===== config.mk =====
export PLATFORM = sky130hd
export DESIGN_NAME = chunked_seq_adder_flat
export DESIGN_NICKNAME = d
export VERILOG_FILES = /design/src/rtl/chunked_seq_adder_pkg.sv /design/src/rtl/chunked_seq_adder_if.sv /design/src/rtl/chunked_seq_adder_chunk_adder.sv /design/src/rtl/chunked_seq_adder.sv /design/src/flat_wrapper.sv
export SDC_FILE = /design/constraint.sdc
export NUM_CORES = 1
export LEC_CHECK = 0
export ABC_AREA = 1
export CORE_MARGIN = 2
export CORE_UTILIZATION = 48
export CTS_CLUSTER_SIZE = 8
export DETAILED_ROUTE_END_ITERATION = 10
export GPL_TIMING_DRIVEN = 1
export PLACE_DENSITY = 0.74
export RECOVER_POWER = 50
export SYNTH_ARGS = -nofsm -noshare
export SYNTH_HDL_FRONTEND = slang
export SYNTH_HIERARCHICAL = 1
export SYNTH_SLANG_ARGS = --single-unit

===== constraint.sdc =====
create_clock -name clk -period 5.9 [get_ports clk]
set_input_delay 0.885 -clock clk [delete_from_list [all_inputs] [get_ports clk]]
set_output_delay 0.885 -clock clk [all_outputs]
set_load 0.01 [all_outputs]

===== src/rtl/chunked_seq_adder_pkg.sv =====
// ============================================================================
// Module      : chunked_seq_adder_pkg
// Description : Shared state encoding and sizing helper for chunked_seq_adder.
// Revision    : 1.0 - initial release
// ============================================================================
`default_nettype none

package chunked_seq_adder_pkg;

  typedef enum logic [1:0] {
    S_IDLE = 2'd0,
    S_RUN  = 2'd1,
    S_DONE = 2'd2
  } state_e;

  // Chunk index width: clog2 of the chunk count, never narrower than one bit.
  function automatic int idx_width(input int width, input int chunk);
    int n;
    n = width / chunk;
    return (n <= 1) ? 1 : $clog2(n);
  endfunction

endpackage

`default_nettype wire


===== src/rtl/chunked_seq_adder_if.sv =====
// ============================================================================
// Module      : chunked_seq_adder_if
// Description : Operand/result valid-ready bundle for chunked_seq_adder.
// Revision    : 1.0 - initial release
// ============================================================================
`default_nettype none

interface chunked_seq_adder_if #(
  parameter int WIDTH = 16
) ();

  logic             in_valid;
  logic             in_ready;
  logic [WIDTH-1:0] a;
  logic [WIDTH-1:0] b;
  logic             cin;
  logic             sub;
  logic             out_valid;
  logic             out_ready;
  logic [WIDTH-1:0] sum;
  logic             cout;
  logic             ovf;

  modport master (
    output in_valid, a, b, cin, sub, out_ready,
    input  in_ready, out_valid, sum, cout, ovf
  );

  modport slave (
    input  in_valid, a, b, cin, sub, out_ready,
    output in_ready, out_valid, sum, cout, ovf
  );

endinterface

`default_nettype wire


===== src/rtl/chunked_seq_adder_chunk_adder.sv =====
// ============================================================================
// Module      : chunk_adder
// Description : CHUNK-bit ripple-carry adder exposing the carry into its MSB.
// Revision    : 1.0 - initial release
// ============================================================================
`default_nettype none

module chunk_adder #(
  parameter int CHUNK = 4
) (
  input  wire logic [CHUNK-1:0] i_a,
  input  wire logic [CHUNK-1:0] i_b,
  input  wire logic             i_cin,
  output logic      [CHUNK-1:0] o_sum,
  output logic                  o_cout,
  output logic                  o_c_msb
);

  logic w_c;

  // Carry threaded bit by bit through the loop keeps this a true ripple chain.
  always_comb begin
    w_c     = i_cin;
    o_c_msb = 1'b0;
    o_sum   = '0;
    for (int i = 0; i < CHUNK; i++) begin
      if (i == CHUNK - 1) o_c_msb = w_c;
      o_sum[i] = i_a[i] ^ i_b[i] ^ w_c;
      w_c      = (i_a[i] & i_b[i]) | (w_c & (i_a[i] ^ i_b[i]));
    end
    o_cout = w_c;
  end

endmodule

`default_nettype wire


===== src/rtl/chunked_seq_adder.sv =====
// ============================================================================
// Module      : chunked_seq_adder
// Description : Multi-cycle WIDTH-bit add/subtract, CHUNK bits per clock.
// Revision    : 1.0 - initial release
// ============================================================================
`default_nettype none

module chunked_seq_adder
  import chunked_seq_adder_pkg::*;
#(
  parameter int WIDTH = 16,
  parameter int CHUNK = 4
) (
  input wire logic         clk,
  input wire logic         rst_n,
  chunked_seq_adder_if.slave bus
);

  localparam int c_nch  = WIDTH / CHUNK;
  localparam int c_idxw = idx_width(WIDTH, CHUNK);
  localparam logic [c_idxw-1:0] c_last = c_idxw'(c_nch - 1);

  localparam logic [1:0] c_idle = S_IDLE;
  localparam logic [1:0] c_run  = S_RUN;
  localparam logic [1:0] c_done = S_DONE;

  generate
    if ((CHUNK < 1) || (CHUNK > WIDTH) || ((WIDTH % CHUNK) != 0)) begin : g_bad_cfg
      $error("chunked_seq_adder: WIDTH must be a positive multiple of CHUNK");
    end
  endgenerate

  logic [1:0]        r_state;
  logic [WIDTH-1:0]  r_a;
  logic [WIDTH-1:0]  r_b;
  logic              r_carry;
  logic [c_idxw-1:0] r_idx;
  logic [WIDTH-1:0]  r_sum;
  logic              r_cout;
  logic              r_ovf;

  logic [CHUNK-1:0]  w_a_chk;
  logic [CHUNK-1:0]  w_b_chk;
  logic [CHUNK-1:0]  w_chk_sum;
  logic              w_chk_cout;
  logic              w_chk_cmsb;

  always_comb begin
    w_a_chk = '0;
    w_b_chk = '0;
    for (int i = 0; i < c_nch; i++) begin
      if (r_idx == c_idxw'(i)) begin
        w_a_chk = r_a[i*CHUNK +: CHUNK];
        w_b_chk = r_b[i*CHUNK +: CHUNK];
      end
    end
  end

  chunk_adder #(
    .CHUNK (CHUNK)
  ) u_chunk (
    .i_a     (w_a_chk),
    .i_b     (w_b_chk),
    .i_cin   (r_carry),
    .o_sum   (w_chk_sum),
    .o_cout  (w_chk_cout),
    .o_c_msb (w_chk_cmsb)
  );

  always_ff @(posedge clk or negedge rst_n) begin
    if (!rst_n) begin
      r_state <= c_idle;
      r_a     <= '0;
      r_b     <= '0;
      r_carry <= 1'b0;
      r_idx   <= '0;
      r_sum   <= '0;
      r_cout  <= 1'b0;
      r_ovf   <= 1'b0;
    end else begin
      case (r_state)
        c_idle: begin
          if (bus.in_valid) begin
            // Subtract is A + ~B + 1, so the operand is inverted on capture.
            r_a     <= bus.a;
            r_b     <= bus.sub ? ~bus.b : bus.b;
            r_carry <= bus.sub ? 1'b1 : bus.cin;
            r_idx   <= '0;
            r_state <= c_run;
          end
        end
        c_run: begin
          for (int i = 0; i < c_nch; i++) begin
            if (r_idx == c_idxw'(i)) r_sum[i*CHUNK +: CHUNK] <= w_chk_sum;
          end
          r_carry <= w_chk_cout;
          r_idx   <= r_idx + 1'b1;
          if (r_idx == c_last) begin
            r_cout  <= w_chk_cout;
            r_ovf   <= w_chk_cmsb ^ w_chk_cout;
            r_state <= c_done;
          end
        end
        c_done: begin
          if (bus.out_ready) r_state <= c_idle;
        end
        default: r_state <= c_idle;
      endcase
    end
  end

  assign bus.in_ready  = (r_state == c_idle);
  assign bus.out_valid = (r_state == c_done);
  assign bus.sum       = r_sum;
  assign bus.cout      = r_cout;
  assign bus.ovf       = r_ovf;

endmodule

`default_nettype wire

===== src/flat_wrapper.sv =====
// flat-port wrapper written by rule: the top's interface ports become plain ports
module chunked_seq_adder_flat import chunked_seq_adder_pkg::*;
#(
  parameter int WIDTH = 16,
  parameter int CHUNK = 4
)
  (clk, rst_n, bus_in_valid, bus_a, bus_b, bus_cin, bus_sub, bus_out_ready, bus_in_ready, bus_out_valid, bus_sum, bus_cout, bus_ovf);
  chunked_seq_adder_if #(.WIDTH(WIDTH)) bus_i ();
  input wire logic clk;
  input wire logic rst_n;
  input wire logic [$bits(bus_i.in_valid)-1:0] bus_in_valid;
  input wire logic [$bits(bus_i.a)-1:0] bus_a;
  input wire logic [$bits(bus_i.b)-1:0] bus_b;
  input wire logic [$bits(bus_i.cin)-1:0] bus_cin;
  input wire logic [$bits(bus_i.sub)-1:0] bus_sub;
  input wire logic [$bits(bus_i.out_ready)-1:0] bus_out_ready;
  output wire logic [$bits(bus_i.in_ready)-1:0] bus_in_ready;
  output wire logic [$bits(bus_i.out_valid)-1:0] bus_out_valid;
  output wire logic [$bits(bus_i.sum)-1:0] bus_sum;
  output wire logic [$bits(bus_i.cout)-1:0] bus_cout;
  output wire logic [$bits(bus_i.ovf)-1:0] bus_ovf;
  assign bus_i.in_valid = bus_in_valid;
  assign bus_i.a = bus_a;
  assign bus_i.b = bus_b;
  assign bus_i.cin = bus_cin;
  assign bus_i.sub = bus_sub;
  assign bus_i.out_ready = bus_out_ready;
  assign bus_in_ready = bus_i.in_ready;
  assign bus_out_valid = bus_i.out_valid;
  assign bus_sum = bus_i.sum;
  assign bus_cout = bus_i.cout;
  assign bus_ovf = bus_i.ovf;
  chunked_seq_adder #(.WIDTH(WIDTH), .CHUNK(CHUNK)) u_core (.clk(clk), .rst_n(rst_n), .bus(bus_i));
endmodule

==> qor.yml, run 1 <==
antennaDiodeCount: 0
slowest_stage: "fa_1"
synth_cell_type_count: 18
total_leakage_power_nw: 1.741
final_cell_mix: "nand2_1, dfrtp_1, clkdlybuf4s50_1"
maxCapViolCount: 1
vias: 2175
path_common_cell: "inv_1"
synth_compound_area_share_pct: 7.982
rows: 27
clock-sinks: 55
grt_max_degree: 56
core_area_sq_mm: 0.005507
fin_crit_ns: 3.191
synth-xor-area-share_pct: 5.459
area_delta_synth_final_pct: 24.45
path_cells: "inv_1 -> ha_1 -> inv_1 -> nand3_1 -> nand2_1 -> nand2_1 -> nand2_1 -> fa_1 -> inv_1 -> fa_1 -> fa_1 -> inv_1 -> fa_1 -> inv_1 -> o21ai_0"
vias_per_cell: 4.780
worstSetupPathType: "reg -> reg"
slew_headroom_pct: -88.67
start_util_pct: 49.53
min_path_cells: 2
path_clk_slew_ns: 0.09
ioPinCount: 58
timing.rr.start: "u_core/r_idx[1]"
ff2ff_path_depth: 15
die_y_microns: 79.38
finalNetCount: 428
min_path_type: "reg -> reg"
syn_nets: 378
hold_buffers: 0
cts_root_buffer: "clkbuf_8"
synth_adder_area_share_pct: 4.771
total_power_mw: 1.810
finalClockSkew_ns: 0.009104
status: "complete, but fails checks"
path_delay_family: "adder cells"
yosysWarnings: 6
hold_viol: 0
overflow: 0
dieArea_sq_mm: 0.006301
grt_setup_unrepaired: "no"
worst_ep_required_time_ns: 6.10
met2_length_microns: 2573
clock_latency_ns: 0.31
gp_congestion: 0.8844
drt_iter0_drc: 154
cts.path.max_buffers: 2
hold_path_end: "u_core/bus.sum[0]"
cts_tree: "yes"
slowest_delay_ns: 0.41
r2r_slack_ns: 2.71
top_layer: "met4"
finalMaxSlewViolations: 56
post_cts_buffers: 0
cts-resized-gates: 0
fmax_mhz: 313.4
syn_avg_cell_area_sq_um: 8.216
setup_tns_ns: 0
dr.pass1.iters: 4
seq_area_frac_synth_pct: 50.46
ant_nets: 0
wl_microns: 5485
antenna_found_initial: 0
die_x_microns: 79.38
final.period_utilization_pct: 54.08
pwr_density_cell_mw_per_mm2: 533.3
max_slew.worst_pin.slew_ns: 2.830
h-tree-depth: 2
setup_viol: 0
worstPathArrival_ns: 3.39
synthSimpleGateAreaFrac_pct: 24.22
worstPathMaxFanout: 10
cts_made_buffers: 5
grt_pass1_vias: 2150
hpwl_microns: 4109
ys_seq_elements: 55
synth_top_family_by_area: "simple AND/OR/NAND/NOR gates"
wl_per_cell_microns: 12.05
violations: "max-capacitance violations, max-slew violations"
drc: 0
hold_start: "u_core/bus.sum[0]"
final_layout_size_suffix_gt1_share_pct: 4.178
synthCells: 332
worstSetupStartpointType: "register"
wl_met1_microns: 2560
muxShareOfSynthArea_pct: 0
groute.usage.overall_pct: 20.02
ir_drop_v: 0.0002241
met3_length_microns: 228
layout_commonest_cell: "nand2_1"
crit_buf_inv: 5
io_buffers: 57
rr_endpoint: "u_core/bus.sum[7]"
fill_cells: 509
grt_pass1_wl_microns: 9804
end_kind: "register"
synth_area_sq_mm: 0.002728
## cells in the mapped netlist, drive strengths merged
cell      n  area, sq um
nand2   155        584.3
buf      13        77.58
o21ai    23        130.1
o31ai     1        7.510
nand3    10        50.05
ha        4        50.05
dfrtp    55         1376
xor2     17        148.9
a21oi    16        80.08
fa        4        80.08
clkbuf    2        7.510
nor2      3        26.27
inv      29        108.9
## cells by family (layout without fill, tap and decap cells)
| logic type | after synthesis | in the layout |
|---|---|---|
| and+or+nand+nor | 168 | 168 |
| adders and majority gates | 8 | 8 |
| DFF | 55 | 55 |
| xor gates and xnor gates | 17 | 17 |
| buffers and inverters | 44 | 95 |
| AOI/OAI and AO/OA | 40 | 40 |
## how the worst max path moves through the flow
| stage | startpoint | to | slack (ns) | cells past startpoint |
|---|---|---|---|---|
| after floorplan | u_core/r_idx[0] | u_core/bus.sum[11] | 2.96 | 15 |
| after global placement | u_core/r_idx[0] | u_core/bus.sum[11] | 2.88 | 14 |
| after detailed placement | u_core/r_idx[1] | u_core/bus.sum[3] | 2.75 | 15 |
| after CTS | u_core/r_idx[1] | u_core/bus.sum[3] | 2.73 | 15 |
| after global routing | rst_n | u_core/bus.sum[0] | 2.09 | 2 |
| final | u_core/r_idx[1] | u_core/bus.sum[7] | 2.71 | 15 |
## flip-flops by register name, indices dropped and copies added (netlist names)
| signal | cells |
|---|---|
| u_core/bus.cout | 1 |
| u_core/bus.ovf | 1 |
| u_core/bus.sum | 16 |
| u_core/r_a | 16 |
| u_core/r_b | 16 |
| u_core/r_carry | 1 |
| u_core/r_idx | 2 |
| u_core/r_state | 2 |
## routing by layer
layer,track usage (%),vias to the layer above
met2,32.20,54
met4,6.897,0
met5,0,-
li1,-,1117
met1,26.65,990
met3,4.864,14
## through the flow
stage               hold slack [ns]  instances  util, %  setup slack [ns]  cell area, sq um
floorplan                    0.4489        332        -             2.965              2728
global placement             0.4653        447    60.03             2.881              3306
global route                 0.5054        455    61.65             2.092              3395
detailed placement           0.4666        447    60.03             2.751              3306
finish                       0.4843        455    61.65             2.709              3395
CTS                          0.4909        455    61.76             2.728              3401
## worst reg2reg max path, delay by kind of cell (launching register included)
kind / cells / cell delay [ns]
buffers and inverters: 5 / 0.61
and+or+nand+nor: 4 / 0.32
DFF: 1 / 0.40
AOI/OAI and AO/OA: 1 / 0.10
adders and majority gates: 5 / 1.66
## where the power goes
part	switching, mW	leakage, nW	internal [mW]
Sequential	0.111	0.688	0.555
Clock	0.116	0.0484	0.0963
Combinational	0.570	1.00	0.362
Total	0.797	1.74	1.01
## cell type report
class	count	area, sq um	area share [%]
flip-flops and latches	55	1376	40.55
multi-input cells	233	1155	34.02
repair buffers	58	569.3	16.77
inverters	29	108.9	3.207
well taps	72	90.09	2.654
clock buffers	7	86.33	2.543
clock inverters	1	8.758	0.2580
(Power assumes the default switching activity.)
==> run 2, diff against run 1 <==
clock period = 3.28 ns   (was 5.9 ns; I/O delays follow)
==> run 2 against run 1 <==
  * The run still ends with max-capacitance violations, max-slew violations left
  * Design area up 0.59%
  * Sequential power up 79%
  * Core utilization up 0.36 points
  * Combinational power up 88%
  * Worst setup slack worse by 2.5 ns
  * Maximum frequency up 4.0%
  * Critical path depth unchanged
  * Clock skew down 0.0019 ns
  * Critical path type unchanged
  * Largest cell class unchanged
  * Largest power group unchanged
==> qor.yml, run 2 (same netlist as run 1, synthesis figures left out) <==
gp_congestion: 0.8229  # -7.0%
ioPinCount: 58  # unchanged
grt_pass1_wl_microns: 9494  # -3.2%
area_delta_synth_final_pct: 25.18
dieArea_sq_mm: 0.006301  # unchanged
ant_nets: 0  # unchanged
pwr_density_cell_mw_per_mm2: 973.2  # +82%
antennaDiodeCount: 0  # unchanged
hold_buffers: 0  # unchanged
clock_latency_ns: 0.30  # about the same
finalClockSkew_ns: 0.007208  # -0.001896 ns
path_clk_slew_ns: 0.09  # about the same
timing.rr.start: "u_core/r_idx[1]"
hold_start: "u_core/r_b[14]"
violations: "max-capacitance violations, max-slew violations"
grt_setup_unrepaired: "no"
start_util_pct: 49.53  # unchanged
slowest_stage: "fa_1"
die_x_microns: 79.38  # unchanged
drc: 0  # unchanged
finalNetCount: 430  # +0.47%
cts_tree: "yes"
pwr-share-comb_pct: 52.6  # +1.1 points
post_cts_buffers: 0  # unchanged
setup_tns_ns: 0  # unchanged
overflow: 0  # unchanged
instances_no_fill: 457  # +0.44%
worstPathMaxFanout: 8  # -2
worstSetupStartpointType: "register"
cts_root_buffer: "clkbuf_8"
fill_cells: 514  # +0.98%
multi_input_area_sq_mm: 0.001165  # +0.87%
antenna_found_initial: 0  # unchanged
crit_buf_inv: 5  # unchanged
vias_per_cell: 4.875  # +2.0%
slowest_delay_ns: 0.43  # +0.02 ns
p_seq_share_pct: 36.0  # -0.8 points
clockPowerShare_pct: 11.5  # -0.2 points
dr.pass1.iters: 4  # unchanged
total_leakage_power_nw: 1.731  # -0.60%
min_path_type: "reg -> reg"
startpoint: "u_core/r_idx[1]"
path_delay_family: "adder cells"
path_cells: "inv_1 -> ha_1 -> inv_2 -> nand3_1 -> nand2_1 -> nand2_1 -> nand2_1 -> fa_1 -> inv_1 -> fa_1 -> fa_1 -> inv_1 -> fa_1 -> inv_1 -> o21ai_0"
slew_headroom_pct: -38.07  # +51 points
layout_commonest_cell: "nand2_1"
cts.path.max_buffers: 2  # unchanged
hold_viol: 0  # unchanged
use_met2_pct: 31.69  # -0.51 points
max_slew.worst_pin.slew_ns: 2.071  # -0.7589 ns
final_cell_mix: "nand2_1, clkdlybuf4s50_1, dfrtp_1"
worst_ep_required_time_ns: 3.47  # -2.63 ns
die_y_microns: 79.38  # unchanged
switching_share_pct: 44.02  # about the same
fin_crit_ns: 3.069  # -0.1216 ns
p_int_mw: 1.860  # +84%
hpwl_microns: 4127  # +0.44%
maxCapViolCount: 1  # unchanged
core_area_sq_mm: 0.005507  # unchanged
grt_max_degree: 41  # -27%
clock-sinks: 55  # unchanged
io_buffers: 57  # unchanged
grtUsageMet3_pct: 3.507  # -1.4 points
ir_drop_v: 0.0004534  # +100%
worstPathArrival_ns: 3.26  # -0.13 ns
drt_iter0_drc: 92  # -40%
groute.usage.overall_pct: 19.31  # -0.71 points
rows: 27  # unchanged
cts_made_buffers: 5  # unchanged
fmax_mhz: 325.8  # +4.0%
finalMaxSlewViolations: 41  # -27%
grtUsageMet1_pct: 25.95  # -0.70 points
worstSetupPathType: "reg -> reg"
power.switching_mw: 1.463  # +84%
wl_per_cell_microns: 12.15  # +0.76%
cts-resized-gates: 0  # unchanged
vias: 2228  # +2.4%
end_kind: "register"
wl_microns: 5551  # +1.2%
final_layout_size_suffix_gt1_share_pct: 5.455  # +1.3 points
final.period_utilization_pct: 93.58  # +39 points
grt_pass1_vias: 2108  # -2.0%
seq_area_sq_mm: 0.001376  # unchanged
h-tree-depth: 2  # unchanged
setup_viol: 0  # unchanged
grt_busiest_layer: "met2"
dp.cells: 449  # +0.45%
status: "complete, but fails checks"
==> run 2: cell types whose count changed in the layout (fill, tap and decap cells not counted) <==
| cell | delta |
|---|---|
| ha_1 | -3 |
| nand2_1 | -1 |
| buf_2 | -1 |
| clkdlybuf4s50_1 | +6 |
| inv_2 | +1 |
| ha_2 | +3 |
| dlygate4sd3_1 | -6 |
| buf_4 | +1 |
| inv_1 | -1 |
| nand2_2 | +1 |
| clkbuf_1 | +2 |
==> run 2: final timing paths <==
check	to	slack [ns]	depth (start not counted)
min in group asynchronous	u_core/r_b[2]	0.77	1
hold / removal	u_core/r_b[14]	0.49	2
max in group asynchronous	u_core/r_carry	0.90	2
setup / recovery	u_core/bus.sum[3]	0.21	15
hold reg to reg	u_core/r_b[14]	0.49	2
setup reg to reg	u_core/bus.sum[3]	0.21	15
==> run 2: tightest hold or removal path, stage by stage (launching register included) <==
cell	delay (ns)
dfrtp_1	0.35
nand2_1	0.05
nand2_1	0.05
==> run 2: routing by layer <==
layer	part of all wire [%]	routed length, microns	vias up
met2	48	2638	68
met1	46	2562	1036
met3	4.9	272	7
li1	-	-	1117
met4	1.4	78	0
met5	0	0	-
==> run 2: metrics by stage <==
step / instance area, sq um / hold WS, ns / setup WS, ns / total power [mW] / util, %
2_1_floorplan: 2728 / 0.1964 / 0.3445 / 2.341 / -
3_3_place_gp: 3321 / 0.4633 / 0.2487 / 2.882 / 60.30
3_5_place_dp: 3321 / 0.4680 / 0.1149 / 2.952 / 60.30
4_1_cts: 3416 / 0.3213 / 0.1024 / 3.341 / 62.03
5_1_grt: 3415 / 0.5040 / 0.06906 / 3.651 / 62.01
6_report: 3415 / 0.4862 / 0.2107 / 3.323 / 62.01
==> run 2: layout make-up <==
cell class	count	area share, %
Clock buffer	7	2.528
Clock inverter	1	0.2565
Inverter	29	3.188
Multi-Input combinational cell	233	34.12
Sequential cell	55	40.31
Tap cell	72	2.638
Timing Repair Buffer	60	16.97
==> run 2: power by group through the flow <==
stage | Clock (mW) | Combinational, mW | Sequential, mW
final | 0.382 | 1.75 | 1.19
after global routing | 0.423 | 2.00 | 1.23
after CTS | 0.391 | 1.76 | 1.19
after detailed placement | 0 | 1.75 | 1.20
after global placement | 0 | 1.68 | 1.20
after floorplan | 0 | 1.14 | 1.20
